==> src/rtl/periph_bus_bridge.sv <==
// periph_bus_bridge
// -----------------------------------------------------------------------------
// Single-master bridge from the CPU data port to the memory-mapped slaves
// (data RAM and the LED peripheral). Each CPU request is decoded once and
// becomes a one-cycle read or write strobe to at most one slave. Read data
// returns with a one-cycle ack pulse. Accesses to unmapped addresses complete
// with an error flag and issue no strobe.
//
// Ports
//   clk, rst          : clock and asynchronous active-high reset
//   cpu_req_i         : request, sampled only while idle
//   cpu_we_i          : 1 = write, 0 = read
//   cpu_addr_i        : byte address
//   cpu_wdata_i       : write data
//   cpu_rdata_o       : read data; valid with ack, held until the next read ack
//   cpu_ack_o         : one-cycle completion pulse
//   cpu_err_o         : unmapped access; valid only with ack
//   mem_*             : RAM strobes, full address, write data, read data
//   led_*             : LED strobes, window offset (0..15), write data, read data
// -----------------------------------------------------------------------------
module periph_bus_bridge #(
  parameter logic [31:0] MEM_SIZE    = 32'h0000_1000,
  parameter logic [31:0] LED_BASE    = 32'h8000_0000,
  parameter int unsigned MEM_LATENCY = 1
) (
  input  logic        clk,
  input  logic        rst,
  input  logic        cpu_req_i,
  input  logic        cpu_we_i,
  input  logic [31:0] cpu_addr_i,
  input  logic [31:0] cpu_wdata_i,
  output logic [31:0] cpu_rdata_o,
  output logic        cpu_ack_o,
  output logic        cpu_err_o,
  output logic        mem_rd_en_o,
  output logic        mem_wr_en_o,
  output logic [31:0] mem_addr_o,
  output logic [31:0] mem_wdata_o,
  input  logic [31:0] mem_rdata_i,
  output logic        led_rd_en_o,
  output logic        led_wr_en_o,
  output logic [31:0] led_addr_o,
  output logic [31:0] led_wdata_o,
  input  logic [31:0] led_rdata_i
);

  typedef enum logic [1:0] {
    S_IDLE  = 2'd0,
    S_ISSUE = 2'd1,
    S_WAIT  = 2'd2,
    S_RESP  = 2'd3
  } state_t;

  typedef enum logic [1:0] {
    T_NONE = 2'd0,
    T_MEM  = 2'd1,
    T_LED  = 2'd2
  } target_t;

  localparam logic [3:0] LAT4 = 4'(MEM_LATENCY);

  state_t      r_state;
  state_t      w_state_next;
  target_t     r_target;
  target_t     w_target_dec;
  logic        r_we;
  logic [31:0] r_addr;
  logic [31:0] r_wdata;
  logic [31:0] r_rdata;
  logic [3:0]  r_cnt;
  logic        w_mem_read;

  // Address decode of the live CPU address; only used in the capture cycle.
  always_comb begin
    w_target_dec = T_NONE;
    if (cpu_addr_i < MEM_SIZE) begin
      w_target_dec = T_MEM;
    end else if (cpu_addr_i[31:4] == LED_BASE[31:4]) begin
      w_target_dec = T_LED;
    end
  end

  // A RAM read is the only access that may need to wait for the slave.
  assign w_mem_read = (r_target == T_MEM) && !r_we;

  always_comb begin
    w_state_next = r_state;
    case (r_state)
      S_IDLE: begin
        if (cpu_req_i) begin
          w_state_next = S_ISSUE;
        end
      end
      S_ISSUE: begin
        if (w_mem_read && (MEM_LATENCY != 0)) begin
          w_state_next = S_WAIT;
        end else begin
          w_state_next = S_RESP;
        end
      end
      S_WAIT: begin
        // The counter is loaded with the latency, so a value of 1 marks the
        // cycle in which the RAM data is valid.
        if (r_cnt <= 4'd1) begin
          w_state_next = S_RESP;
        end
      end
      S_RESP: begin
        w_state_next = S_IDLE;
      end
      default: begin
        w_state_next = S_IDLE;
      end
    endcase
  end

  always_ff @(posedge clk or posedge rst) begin
    if (rst) begin
      r_state <= S_IDLE;
    end else begin
      r_state <= w_state_next;
    end
  end

  always_ff @(posedge clk or posedge rst) begin
    if (rst) begin
      r_target <= T_NONE;
      r_we     <= 1'b0;
      r_addr   <= 32'h0;
      r_wdata  <= 32'h0;
      r_rdata  <= 32'h0;
      r_cnt    <= 4'h0;
    end else begin
      case (r_state)
        S_IDLE: begin
          if (cpu_req_i) begin
            r_target <= w_target_dec;
            r_we     <= cpu_we_i;
            r_addr   <= cpu_addr_i;
            r_wdata  <= cpu_wdata_i;
          end
        end
        S_ISSUE: begin
          if (w_mem_read && (MEM_LATENCY != 0)) begin
            r_cnt <= LAT4;
          end else if (!r_we) begin
            // Writes leave the previous read data untouched.
            case (r_target)
              T_MEM:   r_rdata <= mem_rdata_i;
              T_LED:   r_rdata <= led_rdata_i;
              default: r_rdata <= 32'h0;
            endcase
          end
        end
        S_WAIT: begin
          r_cnt <= r_cnt - 4'd1;
          if (r_cnt <= 4'd1) begin
            r_rdata <= mem_rdata_i;
          end
        end
        default: begin
        end
      endcase
    end
  end

  // Strobes are decoded from the registered state, so they are one-hot and
  // last exactly the single ISSUE cycle.
  assign mem_rd_en_o = (r_state == S_ISSUE) && (r_target == T_MEM) && !r_we;
  assign mem_wr_en_o = (r_state == S_ISSUE) && (r_target == T_MEM) &&  r_we;
  assign led_rd_en_o = (r_state == S_ISSUE) && (r_target == T_LED) && !r_we;
  assign led_wr_en_o = (r_state == S_ISSUE) && (r_target == T_LED) &&  r_we;

  assign mem_addr_o  = r_addr;
  assign mem_wdata_o = r_wdata;
  // The LED window is 16-byte aligned, so the offset from its base is just
  // the low nibble of the address.
  assign led_addr_o  = {28'h0, r_addr[3:0]};
  assign led_wdata_o = r_wdata;

  assign cpu_ack_o   = (r_state == S_RESP);
  assign cpu_err_o   = (r_state == S_RESP) && (r_target == T_NONE);
  assign cpu_rdata_o = r_rdata;

endmodule

==> config.mk <==
export PLATFORM = sky130hd
export DESIGN_NAME = periph_bus_bridge
export DESIGN_NICKNAME = d
export VERILOG_FILES = /design/src/rtl/periph_bus_bridge.sv
export SDC_FILE = /design/constraint.sdc
export NUM_CORES = 1
export LEC_CHECK = 0
export CORE_AREA = 2 2 116 118
export CTS_CLUSTER_SIZE = 10
export DETAILED_ROUTE_END_ITERATION = 8
export DIE_AREA = 0 0 118 120
export DONT_BUFFER_PORTS = 1
export HOLD_SLACK_MARGIN = 0.12
export PLACE_DENSITY = 0.53
export SYNTH_ARGS = -nofsm -noshare
export SYNTH_HDL_FRONTEND = slang
export SYNTH_SLANG_ARGS = --single-unit
==> constraint.sdc <==
create_clock -name clk -period 4.23 [get_ports clk]
set_clock_uncertainty 0.1 [all_clocks]
set_input_delay 0.423 -clock clk [delete_from_list [all_inputs] [get_ports clk]]
set_output_delay 0.423 -clock clk [all_outputs]
set_load 0.005 [all_outputs]
[After elaboration in Yosys (flattened, before gate mapping)]
Index checks and enable logic that the tools add are counted.
Word-level totals
  register bits: 105
  input port bits: 132
  word-level logic and storage cells: 50
Cells by class
  add/sub/neg operators: 1
  $lt $le $gt $ge: 2
  equality and inequality tests: 11
  multiplexer cells: 13
  reductions and logical operators: 16
Operators with widths (count)
  $pmux W32 S2: 2
  $mux W32: 3
  $lt A32 B13 Y1 const B: 1
  $eq A28 B28 Y1 const B: 1
  $ne A2 B2 Y1 const B: 5
  $logic_and A1 B1 Y1: 8
  $mux W2: 4
  $pmux W2 S4: 1
  $pmux W4 S2: 1
  $eq A2 B2 Y1 const B: 3
  $reduce_and A2 Y1: 3
  $eq A2 B1 Y1 const B: 2
  $le A4 B1 Y1 const B: 1
  $logic_not A2 Y1: 2
  $mux W4: 1
  $reduce_and A4 Y1: 1
  $sub A4 B1 Y4 const B: 1
  $reduce_bool A2 Y1: 1
  $logic_not A1 Y1: 1
  $mux W1: 1

[Depth between registers and ports, before layout]
Gate-level depths: netlist (run 1).
  depth after elaboration: 5
  mapped depth: 7
  mapped depth without buffers: 6

[Worst setup path after synthesis (run 1)]
Ideal clock, no wire load.
  path kind: register to register
  start: reg r_state[1]
  end: reg r_rdata[20] (netlist: cpu_rdata_o[20])
  library setup time: 0.125 ns
  data arrival time: 1.854 ns
  setup slack: 2.152 ns
  stages on the path, launching flop included: 7
  path buffers: 1
  path through: dfrtp_1 -> inv_1 -> ha_1 -> or3b_1 -> a21oi_4 -> buf_6 -> mux2_2
Between the ends
  longest elaborated chain between the ends: 3
  elaborated cells on any way between the ends: 8
  classes of those cells: eq/ne: 5; mux: 1; reduce/logical: 2
RTL lines
  from (decl): line 62  | state_t r_state;
  from (signal assigned): line 121  | r_state <= w_state_next;
  $eq A2 B1 Y1 / $eq A2 B2 Y1 (equally long branches): line 134  | case (r_state)
  $ne A2 B2 Y1 (no source line) / $reduce_bool A2 Y1 (equally long branches)
  $reduce_and A4 Y1 (no source line)
  to (signal assigned): line 149  | T_MEM: r_rdata <= mem_rdata_i;
  to (signal assigned): line 150  | T_LED: r_rdata <= led_rdata_i;
  to (signal assigned): line 158  | r_rdata <= mem_rdata_i;
  to (decl): line 69  | logic [31:0] r_rdata;
Parallel ways exist; a longest one is shown, timed or not.
A chain may end at the register's enable or synchronous reset.

[Worst setup path after layout (run 1)]
  start: reg r_state[1]
  end: reg r_rdata[2] (netlist: cpu_rdata_o[2])
Same word-level chain as after synthesis.

==> run summary, run 1 <==
Remaining Overflow, GRT: 0
setup bufs post-CTS: 0
worst-margin pin slew: 1.194 ns
WL final: 10.60 mm
final cell count without fillers: 591
YS warnings: 0
drt pass-1 iters: 4
post-synth cell types: 34
placed insts: 510
max-slew violation count: 0
Mapped Cells: 385
Max IR drop VDD: 0.2806 mV
Starting Density: 0.3890
Layout Area Growth over Synthesis: 14.77%
# nets final: 552
initial antenna violation count: 0
TritonCTS clock tree: done
synthesized area per cell: 13.12 sq um
Tcrit/Tclk final: 0.6384
Setup Total Neg Slack: 0 ns
Core Box Area: 0.01298 sq mm
CTS root buffer: clkbuf_16
Max Freq: 370.3 MHz
Rel. slew slack: 0.2032
Setup crit start kind: flop
CP peak stage delay: 0.80 ns
Detailed Place HPWL: 7.330 mm
max-cap viol count: 0
CP Buf/Inv Count: 1
Die Height: 120 microns
WP data required: 4.36 ns
Pwr Density: 698.0 mW/mm^2
critical path fanouts, max: 32
Setup CP Type: flop to flop
Port Buffers: 0
die area: 0.01416 sq mm
Lkg Pwr: 2.598 nW
routability cong.: 0.7283
data arrival time of the worst path: 2.83 ns
WL per Instance: 17.93 microns
Detailed Route Iter0 Violations: 94
status: finished, final reports clean
Clock transition at path regs: 0.07 ns
Final setup viols: 0
vias in the first global route: 3238
RSZ-0062 raised after global routing: no
Crit-path slowest cell: a21oi_4
# fillers: 1187
io pins: 298
DRT antenna net count: 0
Hold Path Class: primary input to flop
routed vias/inst: 5.054
register bit total from synthesis: 105
gr usage total: 0.1532
Horiz. Die Dim: 118 microns
largest net degree at the start of global routing: 72
Clk Latency, worst-skew pair: 0.34 ns
Top delay family on crit path: compound AO/OA/AOI/OAI gates
diodes inserted: 0
CTS sink cnt: 105
final hold violations: 0
cts bufs inserted: 9
layout cells sized above 1: 0.2892
DRC: 0
first-pass GRT wire length: 16.93 mm
Tmin final: 2.701 ns
Seq/Total Area, Yosys: 0.5203
synthesized cell area: 0.005050 sq mm
Critical Path End Type: flop
Longest Clk Path Bufs: 2
Vias: 2987
depth of the CTS H-tree: 3
crit path cell chain: inv_1 -> ha_1 -> or3b_1 -> a21oi_4 -> mux2_2
Site Rows: 42
==> cell families after synthesis <==
kind of cell    share of synthesized area
compound gates                    0.07458
flops                              0.5203
fa+ha+maj                         0.02478
other cells                     0.0007426
buf+inv                            0.1189
simple gates                      0.03989
mux                                0.2208
==> final timing paths <==
kind                            startpoint               to  slack, ns  cells after the start
min                        cpu_wdata_i[20]  led_wdata_o[20]       0.15                      1
min in group asynchronous              rst    mem_addr_o[3]       0.64                      2
max reg2reg                     r_state[1]   cpu_rdata_o[2]       1.53                      5
max in group asynchronous              rst   mem_addr_o[13]       2.39                      3
max                             r_state[1]   cpu_rdata_o[2]       1.53                      5
min reg2reg                    r_target[1]      r_target[1]       0.42                      2
==> repair_timing <==
action	in CTS	in global routing
hold endpoints to repair	135	0
gates resized for setup	0	0
hold buffers	65	0
==> cells in the mapped netlist <==
master       n  area share
dfrtp_1    105        0.52
mux2_2      97        0.22
buf_4       64       0.095
a22o_1      33       0.057
ha_1        10       0.025
clkbuf_1     8      0.0059
inv_1        8      0.0059
nand2_1      8      0.0059
nor2_1       4      0.0030
nor3_1       4      0.0040
nor4_1       4      0.0050
o21ai_0      4      0.0040
and3_1       3      0.0037
buf_1        3      0.0022
buf_2        3      0.0030
buf_6        3      0.0067
nor2b_1      3      0.0037
a21oi_1      2      0.0020
and3b_1      2      0.0035
mux2_1       2      0.0045
nand2b_1     2      0.0025
a211oi_1     1      0.0015
a21o_1       1      0.0015
a21oi_4      1      0.0032
a2bb2oi_1    1      0.0017
a32oi_1      1      0.0017
and2_1       1      0.0012
conb_1       1     0.00074
nand4_1      1      0.0012
nand4b_1     1      0.0017
o31a_1       1      0.0017
or3_1        1      0.0012
or3b_1       1      0.0017
or4_1        1      0.0015
==> layout by cell type, fill, tap and decap left out, types with 4 or more instances in the layout <==
| master | count |
|---|---|
| dlygate4sd3_1 | 65 |
| clkbuf_16 | 9 |
| o21ai_0 | 4 |
| dfrtp_1 | 105 |
| conb_1 | 28 |
| ha_1 | 10 |
| nand2_1 | 7 |
| a22o_1 | 33 |
| nor4_1 | 4 |
| mux2_2 | 97 |
| inv_1 | 7 |
| nor3_1 | 4 |
==> through the flow <==
step / instance area [sq um] / hold slack (ns) / power (mW) / utilization / setup slack (ns)
after global routing: 5796 / 0.1391 / 4.345 / 0.4465 / 1.329
after CTS: 5796 / 0.1226 / 4.114 / 0.4465 / 1.484
after detailed placement: 4831 / 0.4094 / 3.181 / 0.3722 / 1.499
after floorplan: 5151 / 0.3726 / 3.166 / - / 0.9465
after global placement: 4831 / 0.3994 / 3.126 / 0.3722 / 1.552
final: 5796 / 0.1453 / 4.045 / 0.4465 / 1.529
==> area by class of cell <==
| type | instances | area [sq um] | share of cell area |
|---|---|---|---|
| clock buffers | 10 | 239.0 | 0.04123 |
| clock inverters | 6 | 75.07 | 0.01295 |
| inverters | 8 | 32.53 | 0.005613 |
| multi-input cells | 218 | 1928 | 0.3327 |
| flip-flops and latches | 105 | 2628 | 0.4534 |
| well taps | 176 | 220.2 | 0.03800 |
| repair buffers | 68 | 673.1 | 0.1161 |
==> power breakdown <==
group          internal [mW]  switching [mW]  total [mW]
logic                  0.707           0.492        1.20
clock network          0.483           0.375       0.858
registers               1.51           0.483        1.99
total                   2.70            1.35        4.05
==> sequential cells by signal, summed over array words and instances (netlist names) <==
register and cells:
cpu_rdata_o 32, led_wdata_o 32, mem_addr_o 32, r_cnt 4, r_state 2, r_target 2
r_we 1
==> metal layers <==
metal	GRT usage	routed length (microns)	vias up
met5	0	0	-
met4	0.07078	243	0
met3	0.06369	1133	17
met2	0.2700	5403	187
met1	0.1587	3816	1461
li1	-	-	1322
No activity file was read; power rests on OpenSTA's default activity.
==> run 2: changes to the inputs <==
Settings changed: ABC_AREA set to 1, CORE_AREA 2 2 116 118 to 2 2 115 117, DIE_AREA 0 0 118 120 to 0 0 117 119, PLACE_DENSITY 0.53 to 0.61.
Clock period 4.23 ns to 2.47 ns, I/O delays scaled along.
==> run summary, run 2 <==
Max IR drop VDD: 0.8232 mV
die area: 0.01392 sq mm
CTS root buffer: clkbuf_16
Max Freq: 445.9 MHz
Vias: 4307
Core Box Area: 0.01287 sq mm
area post-placement: 0.005303 sq mm
YS warnings: 0
synthesized area per cell: 9.406 sq um
TritonCTS clock tree: done
Tcrit/Tclk final: 0.9079
r2r worst-path depth: 8
multiplexer share of the synthesized area: 0.1239
WP data required: 2.64 ns
first-pass GRT wire length: 22.25 mm
Final Util: 0.5362
leading cell type in the layout, fill and taps excluded: nand2_1
Seq/Total Area, Yosys: 0.4664
Synth area leaders: dfrtp_1 47%, nand2_1 13%, mux2_2 12%, buf_4 8.5%, a21boi_0 3.9%
Pwr Density: 1014 mW/mm^2
largest net degree at the start of global routing: 71
Compound-Gate Fraction of Synth Area: 0.08106
Rel. slew slack: 0.4748
Hold Path Stages: 4
Post-synth EDFFs: 0
WL per Instance: 16.41 microns
Port Buffers: 0
Detailed Route Iter0 Violations: 286
RSZ-0062 raised after global routing: no
synthesized-area fraction occupied by adder cells: 0.02221
Detailed Place HPWL: 9.019 mm
diodes inserted: 0
Hold Path Class: primary input to flop
final hold violations: 0
top_reg_cell synth: dfrtp_1
# nets final: 825
synth cell count leaders: 189 x nand2_1, 105 x dfrtp_1, 64 x buf_4
Remaining Overflow, GRT: 0
cts bufs inserted: 9
Starting Density: 0.4376
status: finished, final reports clean
setup bufs post-CTS: 0
routed vias/inst: 4.985
main combinational cell family by area after synthesis: simple AND/OR/NAND/NOR gates
Hold Path Sink: cpu_rdata_o[12]
# fillers: 1127
Mapped Cells: 599
r2r endpoint: cpu_rdata_o[2]
most frequent cells in the layout: 189 x nand2_1, 132 x dlygate4sd3_1, 105 x dfrtp_1
Critical Path End Type: flop
worst-margin pin slew: 0.7879 ns
Setup crit start kind: flop
synthesized cell area: 0.005634 sq mm
max-slew violation count: 0
post-synth cell types: 28
simple-gate share of the synthesized area: 0.1630
io pins: 298
routability cong.: 0.7685
most frequent cell after synthesis: nand2_1
CTS sink cnt: 105
Synth area leader: dfrtp_1
critical path fanouts, max: 34
Clock transition at path regs: 0.07 ns
data arrival time of the worst path: 2.41 ns
Longest Clk Path Bufs: 2
depth of the CTS H-tree: 3
placed insts: 716
xor and xnor area share after synthesis: 0
drt pass-1 iters: 5
DRT antenna net count: 0
top cell type's share of synthesized area: 0.4664
Layout Area Growth over Synthesis: 22.54%
Clk Latency, worst-skew pair: 0.34 ns
register bit total from synthesis: 105
DRC: 0
Lkg Pwr: 3.158 nW
Tmin final: 2.243 ns
layout cells sized above 1: 0.1410
gr usage total: 0.2046
vias in the first global route: 4438
Resized Gates After CTS: 0
WL final: 14.18 mm
final cell count without fillers: 864
flop-to-flop setup slack: 0.23 ns
Critical R2R Launch: r_target[1]
fin area: 0.006904 sq mm
max-cap viol count: 0
Total Power: 7.000 mW
CTS Hold Bufs: 132
Site Rows: 42
fraction of registers with async set/reset: 1.000
Setup Total Neg Slack: 0 ns
hold_sp: mem_rdata_i[12]
initial antenna violation count: 0
Setup CP Type: flop to flop
Die Height: 119 microns
Final setup viols: 0
Horiz. Die Dim: 117 microns
[run 2: area by class of cell]
type | instances | area, sq um | area share
clock inverters | 6 | 51.30 | 0.007430
clock buffers | 10 | 229.0 | 0.03316
inverters | 24 | 93.84 | 0.01359
flip-flops and latches | 105 | 2628 | 0.3806
repair buffers | 138 | 1379 | 0.1997
multi-input cells | 405 | 2303 | 0.3336
well taps | 176 | 220.2 | 0.03190
[run 2: worst max-delay path by stage]
stage / startpoint / to / slack (ns)
after global placement: r_target[0] / cpu_rdata_o[12] / 0.58
final: r_target[1] / cpu_rdata_o[2] / 0.23
after floorplan: rst / cpu_rdata_o[0] / 0.86
after detailed placement: r_state[0] / cpu_rdata_o[11] / 0.51
after CTS: r_target[1] / cpu_rdata_o[2] / 0.33
after global routing: r_target[1] / cpu_rdata_o[2] / 0.13
[run 2: critical path, stage by stage, from the launching register on]
cell,delay [ns]
dfrtp_1,0.40
inv_1,0.09
ha_1,0.18
buf_4,0.37
nand2_1,0.16
nand2_1,0.11
dlygate4sd3_1,0.55
a21boi_1,0.07
o21ai_2,0.13
[run 2: cells by family (layout without fill, tap and decap cells)]
family,count (synthesis),after routing
multiplexers,62,62
flip-flops,105,105
AND/OR/NAND/NOR,231,231
adder cells (fa/ha/maj),10,10
other,1,28
AO/OA/AOI/OAI,74,74
buffers and inverters,116,178
[run 2: routing by layer]
layer / wire length (microns) / share of wire / vias up / track usage
met4: 372 / 0.026 / 0 / 0.07500
met3: 1001 / 0.071 / 39 / 0.06260
met5: 0 / 0 / - / 0
met1: 5348 / 0.38 / 2062 / 0.2339
met2: 7459 / 0.53 / 212 / 0.3559
li1: - / - / 1994 / -
[run 2: per-stage QoR]
stage,hold slack [ns],worst slack [ns]
after floorplan,0.2975,0.8635
after global placement,0.2086,0.5804
after detailed placement,0.2265,0.5093
after CTS,0.1200,0.3275
after global routing,0.1327,0.1266
final,0.1243,0.2274
[run 2: where the power goes]
part | switching (mW) | internal, mW | total (mW)
clock network | 0.649 | 0.696 | 1.35
registers | 0.905 | 2.58 | 3.48
logic | 1.11 | 1.06 | 2.17
==> run 3: changes to the inputs <==
Settings changed: CTS_BUF_LIST set to sky130_fd_sc_hd__clkbuf_16.
==> run summary, run 3 (synthesized netlist as in run 2, its figures left out) <==
status: finished, final reports clean
WL final: 14.18 mm
die area: 0.01392 sq mm
Horiz. Die Dim: 117 microns
r2r worst-path depth: 8
DRC: 0
vias in the first global route: 4438
diodes inserted: 0
worst-margin pin slew: 0.7879 ns
# nets final: 825
Resized Gates After CTS: 0
Critical Path End Type: flop
Port Buffers: 0
final hold violations: 0
Setup CP Type: flop to flop
Hold Path Stages: 4
routability cong.: 0.7685
CTS Hold Bufs: 132
Pwr Density: 1013 mW/mm^2
Detailed Place HPWL: 9.019 mm
routed vias/inst: 4.979
Clk Latency, worst-skew pair: 0.34 ns
io pins: 298
drt pass-1 iters: 5
depth of the CTS H-tree: 3
gr usage total: 0.2046
cts bufs inserted: 9
CTS sink cnt: 105
Hold Path Sink: cpu_rdata_o[12]
Clock transition at path regs: 0.07 ns
CP most frequent cell: nand2_1
Vias: 4302
Hold Path Class: primary input to flop
largest net degree at the start of global routing: 71
WP data required: 2.64 ns
Setup crit start kind: flop
layout cells sized above 1: 0.1410
Site Rows: 42
Crit-path slowest cell: dlygate4sd3_1
DRT antenna net count: 0
Starting Density: 0.4376
TritonCTS clock tree: done
Die Height: 119 microns
RSZ-0062 raised after global routing: no
r2r endpoint: cpu_rdata_o[2]
CP peak stage delay: 0.55 ns
WL per Instance: 16.41 microns
CTS root buffer: clkbuf_16
Critical R2R Launch: r_target[1]
Max Freq: 445.9 MHz
Layout Area Growth over Synthesis: 22.54%
Tmin final: 2.243 ns
critical path fanouts, max: 34
data arrival time of the worst path: 2.41 ns
CP Buf/Inv Count: 3
crit path cell chain: inv_1 -> ha_1 -> buf_4 -> nand2_1 -> nand2_1 -> dlygate4sd3_1 -> a21boi_1 -> o21ai_2
Detailed Route Iter0 Violations: 300
Final setup viols: 0
Setup Total Neg Slack: 0 ns
hold_sp: mem_rdata_i[12]
Rel. slew slack: 0.4748
Tcrit/Tclk final: 0.9079
Max IR drop VDD: 0.8229 mV
leading cell type in the layout, fill and taps excluded: nand2_1
Longest Clk Path Bufs: 2
Top delay family on crit path: buffers and inverters
Core Box Area: 0.01287 sq mm
most frequent cells in the layout: 189 x nand2_1, 132 x dlygate4sd3_1, 105 x dfrtp_1
flop-to-flop setup slack: 0.23 ns
max-slew violation count: 0
Final Util: 0.5362
first-pass GRT wire length: 22.25 mm
setup bufs post-CTS: 0
initial antenna violation count: 0
Remaining Overflow, GRT: 0
max-cap viol count: 0
Lkg Pwr: 3.162 nW
==> run 3: cell types whose count changed in the layout (fill, tap and decap cells not counted), sizes merged <==
cell | previous run | this run
clkbuf | 10 | 9
inv | 25 | 26
==> run 3: how the worst max path moves through the flow <==
| stage | depth (start not counted) | slack, ns | end | start |
|---|---|---|---|---|
| 2_1_floorplan | 1 | 0.86 | cpu_rdata_o[0] | rst |
| 3_3_place_gp | 6 | 0.58 | cpu_rdata_o[12] | r_target[0] |
| 3_5_place_dp | 5 | 0.51 | cpu_rdata_o[11] | r_state[0] |
| 4_1_cts | 8 | 0.33 | cpu_rdata_o[2] | r_target[1] |
| 5_1_grt | 8 | 0.13 | cpu_rdata_o[2] | r_target[1] |
| 6_report | 8 | 0.23 | cpu_rdata_o[2] | r_target[1] |
==> run 3: metal layers <==
| metal | vias up | wire length (microns) | GRT usage | share of wire |
|---|---|---|---|---|
| met1 | 2061 | 5351 | 0.2339 | 0.38 |
| met3 | 37 | 1005 | 0.06260 | 0.071 |
| met5 | - | 0 | 0 | 0 |
| met4 | 0 | 364 | 0.07500 | 0.026 |
| met2 | 210 | 7459 | 0.3559 | 0.53 |
| li1 | 1994 | - | - | - |
==> run 3: tightest hold or removal path, stage by stage <==
cell	delay, ns
nand2_1	0.03
nand2_1	0.06
a21boi_0	0.09
o21ai_1	0.11
==> run 3: stage by stage <==
stage | area, sq um | cells | hold slack (ns) | setup WS [ns] | total power, mW
3_5_place_dp | 5303 | 716 | 0.2265 | 0.5093 | 5.485
5_1_grt | 6904 | 864 | 0.1327 | 0.1266 | 7.509
4_1_cts | 6904 | 864 | 0.1200 | 0.3275 | 7.030
2_1_floorplan | 5739 | 626 | 0.2975 | 0.8635 | 5.537
3_3_place_gp | 5303 | 716 | 0.2086 | 0.5804 | 5.342
6_report | 6904 | 864 | 0.1243 | 0.2274 | 6.996
==> run 3: final cells by class <==
type                            count  area [sq um]
Timing Repair Buffer              138          1379
Sequential cell                   105          2628
Clock inverter                      7         55.05
Fill cell                        1127          5971
Inverter                           24         93.84
Tap cell                          176         220.2
Multi-Input combinational cell    405          2303
Clock buffer                        9         225.2
==> run 3: report_power, final <==
part           switching (mW)  leakage, nW  internal, mW
Combinational            1.11         1.73          1.06
Clock                   0.650        0.131         0.692
Sequential              0.904         1.30          2.58
